<file path="src/rtl/measure_sequencer.sv">
// Display-latency measurement sequencer: arms a flash on a video frame and waits
// for the light sensor's rising edge, a timeout, or an abort, then cools down.
module measure_sequencer #(
    parameter int unsigned TIMEOUT_CYCLES  = 27000000,
    parameter int unsigned COOLDOWN_FRAMES = 8
) (
    input  logic        clock,
    input  logic        resetn,
    input  logic        frame_start,
    input  logic        enable,
    input  logic        sensor_input,
    input  logic [7:0]  config_data,
    output logic        flash_on,
    output logic        reset_counter,
    output logic        sensor_trigger,
    output logic        reset_bcdoutput,
    output logic        timeout,
    output logic [15:0] measure_count,
    output logic        busy
);

    localparam int unsigned TW = (TIMEOUT_CYCLES > 1) ? $clog2(TIMEOUT_CYCLES) : 1;
    localparam int unsigned CW = (COOLDOWN_FRAMES > 0) ? $clog2(COOLDOWN_FRAMES + 1) : 1;
    localparam logic [TW-1:0] TIMER_LAST = TW'(TIMEOUT_CYCLES - 1);
    localparam logic [CW-1:0] COOL_DONE  = CW'(COOLDOWN_FRAMES);

    typedef enum logic [1:0] {
        IDLE,
        MEASURE,
        COOLDOWN
    } state_t;

    state_t        state;
    logic [TW-1:0] timer;
    logic [CW-1:0] cool_count;
    logic [7:0]    prev_config;
    logic          s1;
    logic          s2;
    logic          s3;
    logic          sensor_edge;
    logic          config_change;

    assign sensor_edge   = s2 & ~s3;
    assign config_change = (config_data != prev_config);

    always_ff @(posedge clock) begin
        if (!resetn) begin
            state           <= IDLE;
            flash_on        <= 1'b0;
            reset_counter   <= 1'b0;
            sensor_trigger  <= 1'b0;
            reset_bcdoutput <= 1'b0;
            timeout         <= 1'b0;
            busy            <= 1'b0;
            measure_count   <= '0;
            timer           <= '0;
            cool_count      <= '0;
            s1              <= 1'b0;
            s2              <= 1'b0;
            s3              <= 1'b0;
            prev_config     <= config_data;
        end else begin
            s1              <= sensor_input;
            s2              <= s1;
            s3              <= s2;
            prev_config     <= config_data;
            reset_counter   <= 1'b0;
            sensor_trigger  <= 1'b0;
            reset_bcdoutput <= config_change;
            if (config_change) begin
                measure_count <= '0;
            end

            case (state)
                IDLE: begin
                    if (frame_start && enable) begin
                        state         <= MEASURE;
                        flash_on      <= 1'b1;
                        reset_counter <= 1'b1;
                        timeout       <= 1'b0;
                        timer         <= '0;
                        busy          <= 1'b1;
                    end
                end

                MEASURE: begin
                    timer <= timer + TW'(1);
                    // Abort (config change or enable drop) outranks a success,
                    // which outranks the timeout.
                    if (config_change || !enable) begin
                        flash_on   <= 1'b0;
                        state      <= COOLDOWN;
                        cool_count <= '0;
                    end else if (sensor_edge) begin
                        sensor_trigger <= 1'b1;
                        if (measure_count != '1) begin
                            measure_count <= measure_count + 16'd1;
                        end
                        flash_on   <= 1'b0;
                        state      <= COOLDOWN;
                        cool_count <= '0;
                    end else if (timer == TIMER_LAST) begin
                        timeout    <= 1'b1;
                        flash_on   <= 1'b0;
                        state      <= COOLDOWN;
                        cool_count <= '0;
                    end
                end

                COOLDOWN: begin
                    // Stay here while the sensor still sees light so a lingering
                    // flash cannot bleed into the next measurement.
                    if ((cool_count == COOL_DONE) && !s2) begin
                        state <= IDLE;
                        busy  <= 1'b0;
                    end else if (frame_start && (cool_count != COOL_DONE)) begin
                        cool_count <= cool_count + CW'(1);
                    end
                end

                default: begin
                    state    <= IDLE;
                    busy     <= 1'b0;
                    flash_on <= 1'b0;
                end
            endcase
        end
    end

endmodule

</file>
<file path="config.mk">
export PLATFORM = sky130hd
export DESIGN_NAME = measure_sequencer
export DESIGN_NICKNAME = d
export VERILOG_FILES = /design/src/rtl/measure_sequencer.sv
export SDC_FILE = /design/constraint.sdc
export NUM_CORES = 1
export LEC_CHECK = 0
export CORE_MARGIN = 3
export CORE_UTILIZATION = 25
export CTS_CLUSTER_SIZE = 40
export DETAILED_ROUTE_END_ITERATION = 10
export GPL_ROUTABILITY_DRIVEN = 0
export PLACE_DENSITY = 0.45
export SLEW_MARGIN = 25
export SYNTH_ARGS = -nofsm -noshare
export SYNTH_HDL_FRONTEND = slang
export SYNTH_SLANG_ARGS = --single-unit
</file>
<file path="constraint.sdc">
create_clock -name clock -period 1.74 [get_ports clock]
set_clock_uncertainty 0.05 [all_clocks]
set_input_delay 0.348 -clock clock [delete_from_list [all_inputs] [get_ports clock]]
set_output_delay 0.348 -clock clock [all_outputs]
set_load 0.005 [all_outputs]
</file>
== Yosys cells after proc, flatten, opt, wreduce, memory -nomap -nowiden ==
Index checks and enable logic that the tools add are counted.

* Memories: 0
* Register bits after elaboration: 64
* Logic and storage cells: 87
* RAM bits: 0
* Output and inout bits: 22
* Input bits: 13
* Latch bits: 0
* Bits in read-only memories: 0

* Magnitude comparators: 0
* Bitwise logic cells: 5
* Eq/ne operators: 15
* $add $sub $neg: 3
* Muxes and demuxes: 33
* Multiply operators: 0
* Divide/modulo/power cells: 0
* Reductions and logical operators: 17
* Shift operators: 0

{| class="wikitable"
|+ Operators by type and width
! cell !! count
|-
| $mux 16 || 5
|-
| $pmux 25 s2 || 1
|-
| $add 25x1->25 const B || 1
|-
| $eq 25x25->1 const B || 1
|-
| $mux 25 || 1
|-
| $mux 4 || 5
|-
| $add 16x1->16 const B || 1
|-
| $ne 16x16->1 const B || 1
|-
| $ne 2x2->1 const B || 7
|-
| $mux 1 || 11
|-
| $mux 2 || 5
|-
| $reduce_and 3->1 || 3
|-
| $ne 4x4->1 const B || 2
|-
| $ne 8x8->1 || 1
|-
| $pmux 4 s2 || 1
|-
| $pmux 1 s3 || 2
|-
| $pmux 2 s3 || 1
|-
| $reduce_and 5->1 || 1
|-
| $add 4x1->4 const B || 1
|-
| $eq 4x4->1 const B || 1
|-
| $not 1->1 || 4
|-
| $reduce_and 2->1 || 2
|-
| $reduce_and 4->1 || 1
|-
| $reduce_bool 2->1 || 2
|-
| 9 further kinds || 12
|}

== Longest topological paths before layout ==
Gate-level depths: netlist of run 1.

* Depth after elaboration: 6
* Mapped depth: 7
* Gate-level depth less buffers: 7

== Worst setup path before layout of run 1 ==
OpenSTA, ideal clock, no wires.

* Path kind: reg-to-reg
* Start point: reg measure_count[2]
* End point: reg measure_count[13]
* Required time: 1.562 ns
* Path slack: -0.101 ns
* Library setup time: 0.128 ns
* Buffers on the path: 0
* Arrival time: 1.664 ns
* Stages on the path, launching flop included: 6
* Clock period less this slack: 1.841 ns
* Cells stage by stage: dfxtp_1 -> nand4_2 -> or4b_4 -> a2111oi_4 -> xnor2_1 -> nor2_1

* Word-level cells in the longest chain between the ends: 5
* Elaborated cells between the ends (all ways): 6
* Those cells by class: 1 x add/sub; 1 x eq/ne; 4 x mux

{| class="wikitable"
|+ Ends and longest elaborated chain
! what !! RTL line !! source
|-
| from (decl) || 18 || <nowiki>output logic [15:0] measure_count,</nowiki>
|-
| from (signal assigned) || 97 || <nowiki>measure_count <= measure_count + 16'd1;</nowiki>
|-
| $add 16x1->16 / $ne 16x16->1 (equally long branches) || 97, 96 ||
|-
| $mux 16 * || 96 || <nowiki>if (measure_count != '1) begin</nowiki>
|-
| $mux 16 * || 94 || <nowiki>end else if (sensor_edge) begin</nowiki>
|-
| $mux 16 * || 90 || <nowiki>if (config_change || !enable) begin</nowiki>
|-
| $mux 16 * || 74 || <nowiki>case (state)</nowiki>
|}

Mark *: on every way between the ends. The rest lies on a longest branch, timed or not.
A chain may end at the register's enable or synchronous reset.

== Worst setup path after layout of run 1 ==
* Start point: reg measure_count[6]
* End point: out measure_count[6]

No word-level cell between the ends.

==> out/metrics.cfg, run 1 <==
[run_status]
outcome=finished, final reports clean

[sta]
relSlewSlack=0.750
worst_pin_slew_ps=371
drv_slew=0
setup_violations=0
finalHoldViolations=0
fin_crit_sh=0.973
finalWorstSetupSlack_ps=47.6
finalCriticalPeriod_ps=1690
rsz0062_at_grt=true
fmax_mhz=591

[setup_path]
crit_path_end_kind=primary output
regToRegStartpoint=timer[11]$_SDFFE_PN0P_
cp.arrival_ps=1290
r2r_cells=6
cp-start-kind=register
timing.rr.end=timeout$_SDFFE_PN0P_
rrSetupSlack_ps=80
crit_fanout=3
crit_required_ps=1340
crit_type=reg2out

[clock_network]
clock_sinks=64
clk_pin_slew_ps=50
postCtsHoldBufs=0
cts_root_buf=clkbuf_16
clk_path_buf_depth=2
cts_tree=done
h-tree-depth=3
numCtsBuffers=9
clock_latency_ps=330

[pwr]
p_seq_frac=0.403
swShare=0.201
power_switching_mw=0.747
p_int_mw=2.98
combinationalPowerShare=0.049
share_clk_of_total_power=0.548
p_per_area_nw_per_um2=820
vdd_drop_max_mv=0.498
p_leak_nw=1.73

[routing]
wl_met2_um=3750
post_drt_wl_per_cell_um=13.0
drt_pass1_iterations=4
vias=2748
drt_iter0_drc=57
dr.max_layer_used=met4
drc=0
route.met3.wl_um=284
viasPerCell=4.69
ant_nets=0
drt-total-wl_um=7620
met1Wirelength_um=3490

[logic_synthesis]
ys_seq_area_frac=0.430
ys_ff_latch=64
synth.top_cell.area_share=0.430
syn-num-nets=354
synthTopCellsByArea=dfxtp_1 (43%), xnor2_1 (7.0%), nor2_1 (6.0%), xor2_1 (5.3%), nand3_1 (4.4%)
yosysUniqueCellTypes=51
avgSynthCellArea_sq_um=8.85
synth_edf_count=0
ys.flop_type=dfxtp_1
postSynthCellCount=337
synth_area_sq_um=2980
yosys_warnings=0
synth_area_leader_cell=dfxtp_1
async_reset_ff_frac=0

[global_route]
antenna_found_initial=0
grt_pass1_wl_um=12600
grt_max_degree=25
grt.overflow.total=0
grt_pass1_vias=2683
track_usage=0.119

[final_layout]
layout-drive-gt1-share=0.302
area_growth_pct=52.2
diodes=0
final_core_util=0.394
finalNetCount=455
fillers=1188

[floorplan]
fp.dieH_um=115
io_pins=35
die_x_um=115
design.core.area_sq_um=11500
die_area_sq_um=13300
start_util=0.259
rows=39

[worst_hold_path]
hold_path_depth=1
hp-start=s1$_SDFF_PN0_
hp-class=reg2reg
hold_end=s2$_SDFF_PN0_

[job]
maxCapViolCount=0

[placed_design]
port_buffers=34
dp_hpwl_um=5470
place_ws_ps=-398

-- flip-flops by register name (all words and copies together), names as in the netlist --
signal           count
busy                 1
cool_count           4
flash_on             1
measure_count       16
prev_config          8
reset_bcdoutput      1
reset_counter        1
s1                   1
s2                   1
s3                   1
sensor_trigger       1
state                2
timeout              1
timer               25
-- layer usage --
metal,up-vias,track usage
met2,33,0.194
met4,0,0.0399
met3,7,0.0384
met5,-,0
li1,1394,-
met1,1314,0.148
-- worst max-delay path, stage by stage, from the launching register on --
cell and delay, ps:
dfxtp_2 340, buf_4 130, clkdlybuf4s50_1 490
-- cell usage after synthesis (all sizes together), types with 2 or more instances --
master	instances
a22oi	3
a2111oi	5
nor3	4
ha	4
nor2	48
o21ai	8
xor2	18
o31ai	2
and3	3
buf	5
and4	6
o32ai	4
xnor2	24
nor4b	2
a21oi	10
mux2i	2
nand4	17
nand2	24
inv	14
dfxtp	64
nand3b	2
a32oi	2
nor4	4
o211ai	3
and2	5
a211oi	5
clkbuf	8
or3	2
nand3	26
-- timing repair --
action                                  4_1_cts  5_1_grt
gates resized for setup                       4       44
setup buffers                                 2        4
endpoints found under the setup margin       11       42
pin swaps                                     6       13
-- power by group through the flow --
stage	combinational [mW]	sequential (mW)	clock (mW)
global placement	0.176	1.53	0
floorplan	0.0792	1.53	0
finish	0.184	1.50	2.04
detailed placement	0.176	1.53	0
global route	0.202	1.50	2.17
CTS	0.178	1.50	2.10
-- worst max path at each step --
stage                                     start                            to  depth (start not counted)
global route             timer[11]$_SDFFE_PN0P_          timeout$_SDFFE_PN0P_                          6
CTS                 measure_count[9]$_SDFF_PN0_  measure_count[14]$_SDFF_PN0_                          7
finish              measure_count[6]$_SDFF_PN0_              measure_count[6]                          2
detailed placement                       enable        timer[15]$_SDFFE_PN0P_                          7
global placement                         enable        timer[15]$_SDFFE_PN0P_                          7
floorplan           measure_count[1]$_SDFF_PN0_  measure_count[14]$_SDFF_PN0_                          7
-- layout make-up --
cell class | count | area [sq um] | share of cell area
Clock buffer | 10 | 229 | 0.0504
Multi-Input combinational cell | 245 | 1760 | 0.388
Sequential cell | 64 | 1310 | 0.288
Inverter | 15 | 56.3 | 0.0124
Clock inverter | 6 | 106 | 0.0234
Tap cell | 143 | 179 | 0.0394
Timing Repair Buffer | 103 | 900 | 0.198
-- per-stage QoR --
step / area (sq um) / total power, mW / setup TNS (ps) / hold WS [ps] / instances
after floorplan: 3010 / 1.61 / 0 / 326 / 337
after global placement: 3960 / 1.71 / -12200 / 372 / 564
after detailed placement: 3960 / 1.71 / -12480 / 378 / 564
after CTS: 4320 / 3.78 / -2.00 / 391 / 582
after global routing: 4540 / 3.87 / -176 / 406 / 586
final: 4540 / 3.72 / 0 / 390 / 586
-- placed cells by master (no fill, tap or decap), types with 9 or more instances in the layout --
cell type and count:
nor2_1 46, xor2_1 18, inv_1 14, clkdlybuf4s50_1 27, dfxtp_1 47, xnor2_1 24, nand2_1 22, nand3_1 23
clkbuf_16 9, dfxtp_2 15, nand4_1 16, buf_4 65
-- cell families (layout without fill, tap and decap cells) --
| family | after synthesis | after routing | synth area share |
|---|---|---|---|
| xor gates and xnor gates | 42 | 42 | 0.123 |
| DFF | 64 | 64 | 0.430 |
| adders and majority gates | 4 | 4 | 0.0168 |
| AOI/OAI and AO/OA | 47 | 47 | 0.116 |
| and+or+nand+nor | 149 | 149 | 0.265 |
| buffers and inverters | 28 | 134 | 0.0386 |
| muxes | 3 | 3 | 0.0105 |
(Power assumes the default switching activity.)
==> run 2: changes to the inputs <==
CAP_MARGIN = 20   (was default)
==> results of run 2 <==
Same layout as run 1: the final DEF is identical, and so are final timing and power.
==> run 3: changes to the inputs <==
RECOVER_POWER = 50   (was default)
==> out/metrics.cfg, run 3 (synthesis results as in run 1) <==
[final_layout]
fin_cells=586  ; unchanged
top_register=timer
multi_input_comb_area_sq_um=1760  ; unchanged
final_cell_mix=buf_4 (65), dfxtp_1 (47), nor2_1 (46), xnor2_1 (24)
layout-drive-gt1-share=0.302  ; unchanged
fillers=1188  ; unchanged
final_core_util=0.394  ; unchanged
finalNetCount=455  ; unchanged
diodes=0  ; unchanged
mostFrequentLayoutCell=buf_4
final_cell_area_sq_um=4540  ; unchanged
area_growth_pct=52.2  ; unchanged
reg_top3=timer (25), measure_count (16), prev_config (8)
largest_register_ffs=25  ; unchanged
seqCellArea_sq_um=1310  ; unchanged

[setup_path]
cp-start-kind=register
r2r_cells=6  ; unchanged
setup.worst_path.start=measure_count[6]$_SDFF_PN0_
crit_required_ps=1340  ; about the same
regToRegStartpoint=timer[11]$_SDFFE_PN0P_
crit_fanout=3  ; unchanged
crit_type=reg2out
crit_path_end_kind=primary output
cp.arrival_ps=1290  ; about the same

[sta]
fmax_mhz=591  ; unchanged
drv_slew=0  ; unchanged
finalHoldViolations=0  ; unchanged
setup_violations=0  ; unchanged
finalCriticalPeriod_ps=1690  ; unchanged
worst_pin_slew_ps=371  ; unchanged
rsz0062_at_grt=true
finalWorstSetupSlack_ps=47.6  ; unchanged
fin_crit_sh=0.973  ; unchanged
relSlewSlack=0.750  ; unchanged

[pwr]
vdd_drop_max_mv=0.498  ; about the same
p_seq_frac=0.403  ; about the same
swShare=0.201  ; +0.000226
power_switching_mw=0.748  ; about the same
p_per_area_nw_per_um2=820  ; about the same
share_clk_of_total_power=0.548  ; about the same
power_mw=3.72  ; about the same
combinationalPowerShare=0.049  ; about the same
p_leak_nw=1.73  ; about the same
p_int_mw=2.98  ; about the same

[clock_network]
clock_latency_ps=330  ; about the same
cts_tree=done
numCtsBuffers=9  ; unchanged
cts_root_buf=clkbuf_16
clk_path_buf_depth=2  ; unchanged
clk_pin_slew_ps=50  ; about the same
h-tree-depth=3  ; unchanged
clock_sinks=64  ; unchanged

[global_route]
grt.overflow.total=0  ; unchanged
grt_pass1_vias=2683  ; unchanged
grt_pass1_wl_um=12600  ; unchanged
antenna_found_initial=0  ; unchanged
track_usage=0.119  ; unchanged
grt_max_degree=25  ; unchanged

[worst_hold_path]
hp-class=reg2reg
hold_path_depth=1  ; unchanged
hp-start=s1$_SDFF_PN0_

[routing]
drt_pass1_iterations=4  ; unchanged
drt-total-wl_um=7620  ; about the same
viasPerCell=4.69  ; about the same
drc=0  ; unchanged
post_drt_wl_per_cell_um=13.0  ; about the same
vias=2750  ; +0.073%
ant_nets=0  ; unchanged
drt_iter0_drc=57  ; unchanged

[floorplan]
rows=39  ; unchanged
start_util=0.259  ; unchanged
die_x_um=115  ; unchanged
fp.dieH_um=115  ; unchanged
io_pins=35  ; unchanged
die_area_sq_um=13300  ; unchanged
design.core.area_sq_um=11500  ; unchanged

[run_status]
outcome=finished, final reports clean

[placed_design]
place_ws_ps=-398  ; unchanged
placed_cell_area_sq_um=3960  ; unchanged
placed_cells_incl_taps=564  ; unchanged
port_buffers=34  ; unchanged
dp_hpwl_um=5470  ; unchanged

[job]
maxCapViolCount=0  ; unchanged

run 3: worst paths after layout:
kind / slack [ps] / end
setup reg to reg: 80 / timeout$_SDFFE_PN0P_
hold reg to reg: 390 / s2$_SDFF_PN0_
setup / recovery: 50 / measure_count[6]
hold / removal: 390 / s2$_SDFF_PN0_
run 3: layout make-up:
class                           instances  share of cell area
Clock buffer                           10              0.0504
Clock inverter                          6              0.0234
Inverter                               15              0.0124
Multi-Input combinational cell        245               0.388
Sequential cell                        64               0.288
Tap cell                              143              0.0394
Timing Repair Buffer                  103               0.198
run 3: metrics by stage:
step	hold slack (ps)	TNS (ps)
6_report	390	0
5_1_grt	406	-1070
4_1_cts	391	-2.00
3_5_place_dp	378	-12480
3_3_place_gp	372	-12200
2_1_floorplan	326	0
run 3: timing repair:
| item | CTS | global route |
|---|---|---|
| setup buffers | 2 | 4 |
| pin swaps | 6 | 13 |
| hold buffers | 0 | 0 |
| setup endpoints to repair | 11 | 42 |
| resized for setup | 4 | 44 |
run 3: power groups by stage:
| stage | Sequential (mW) | Clock, mW | Combinational [mW] |
|---|---|---|---|
| after floorplan | 1.53 | 0 | 0.0792 |
| after global placement | 1.53 | 0 | 0.176 |
| after detailed placement | 1.53 | 0 | 0.176 |
| after CTS | 1.50 | 2.10 | 0.178 |
| after global routing | 1.50 | 2.17 | 0.200 |
| final | 1.50 | 2.04 | 0.182 |
run 3: per-layer routing:
| layer | global-route usage | vias to the layer above | share of wire |
|---|---|---|---|
| li1 | - | 1395 | - |
| met1 | 0.148 | 1315 | 0.46 |
| met2 | 0.194 | 33 | 0.49 |
| met3 | 0.0384 | 7 | 0.037 |
| met4 | 0.0399 | 0 | 0.013 |
| met5 | 0 | - | 0 |
run 3: worst max-delay path, cell delays in order (launching register included):
cell,delay (ps)
dfxtp_2,340
buf_4,130
clkdlybuf4s50_1,490
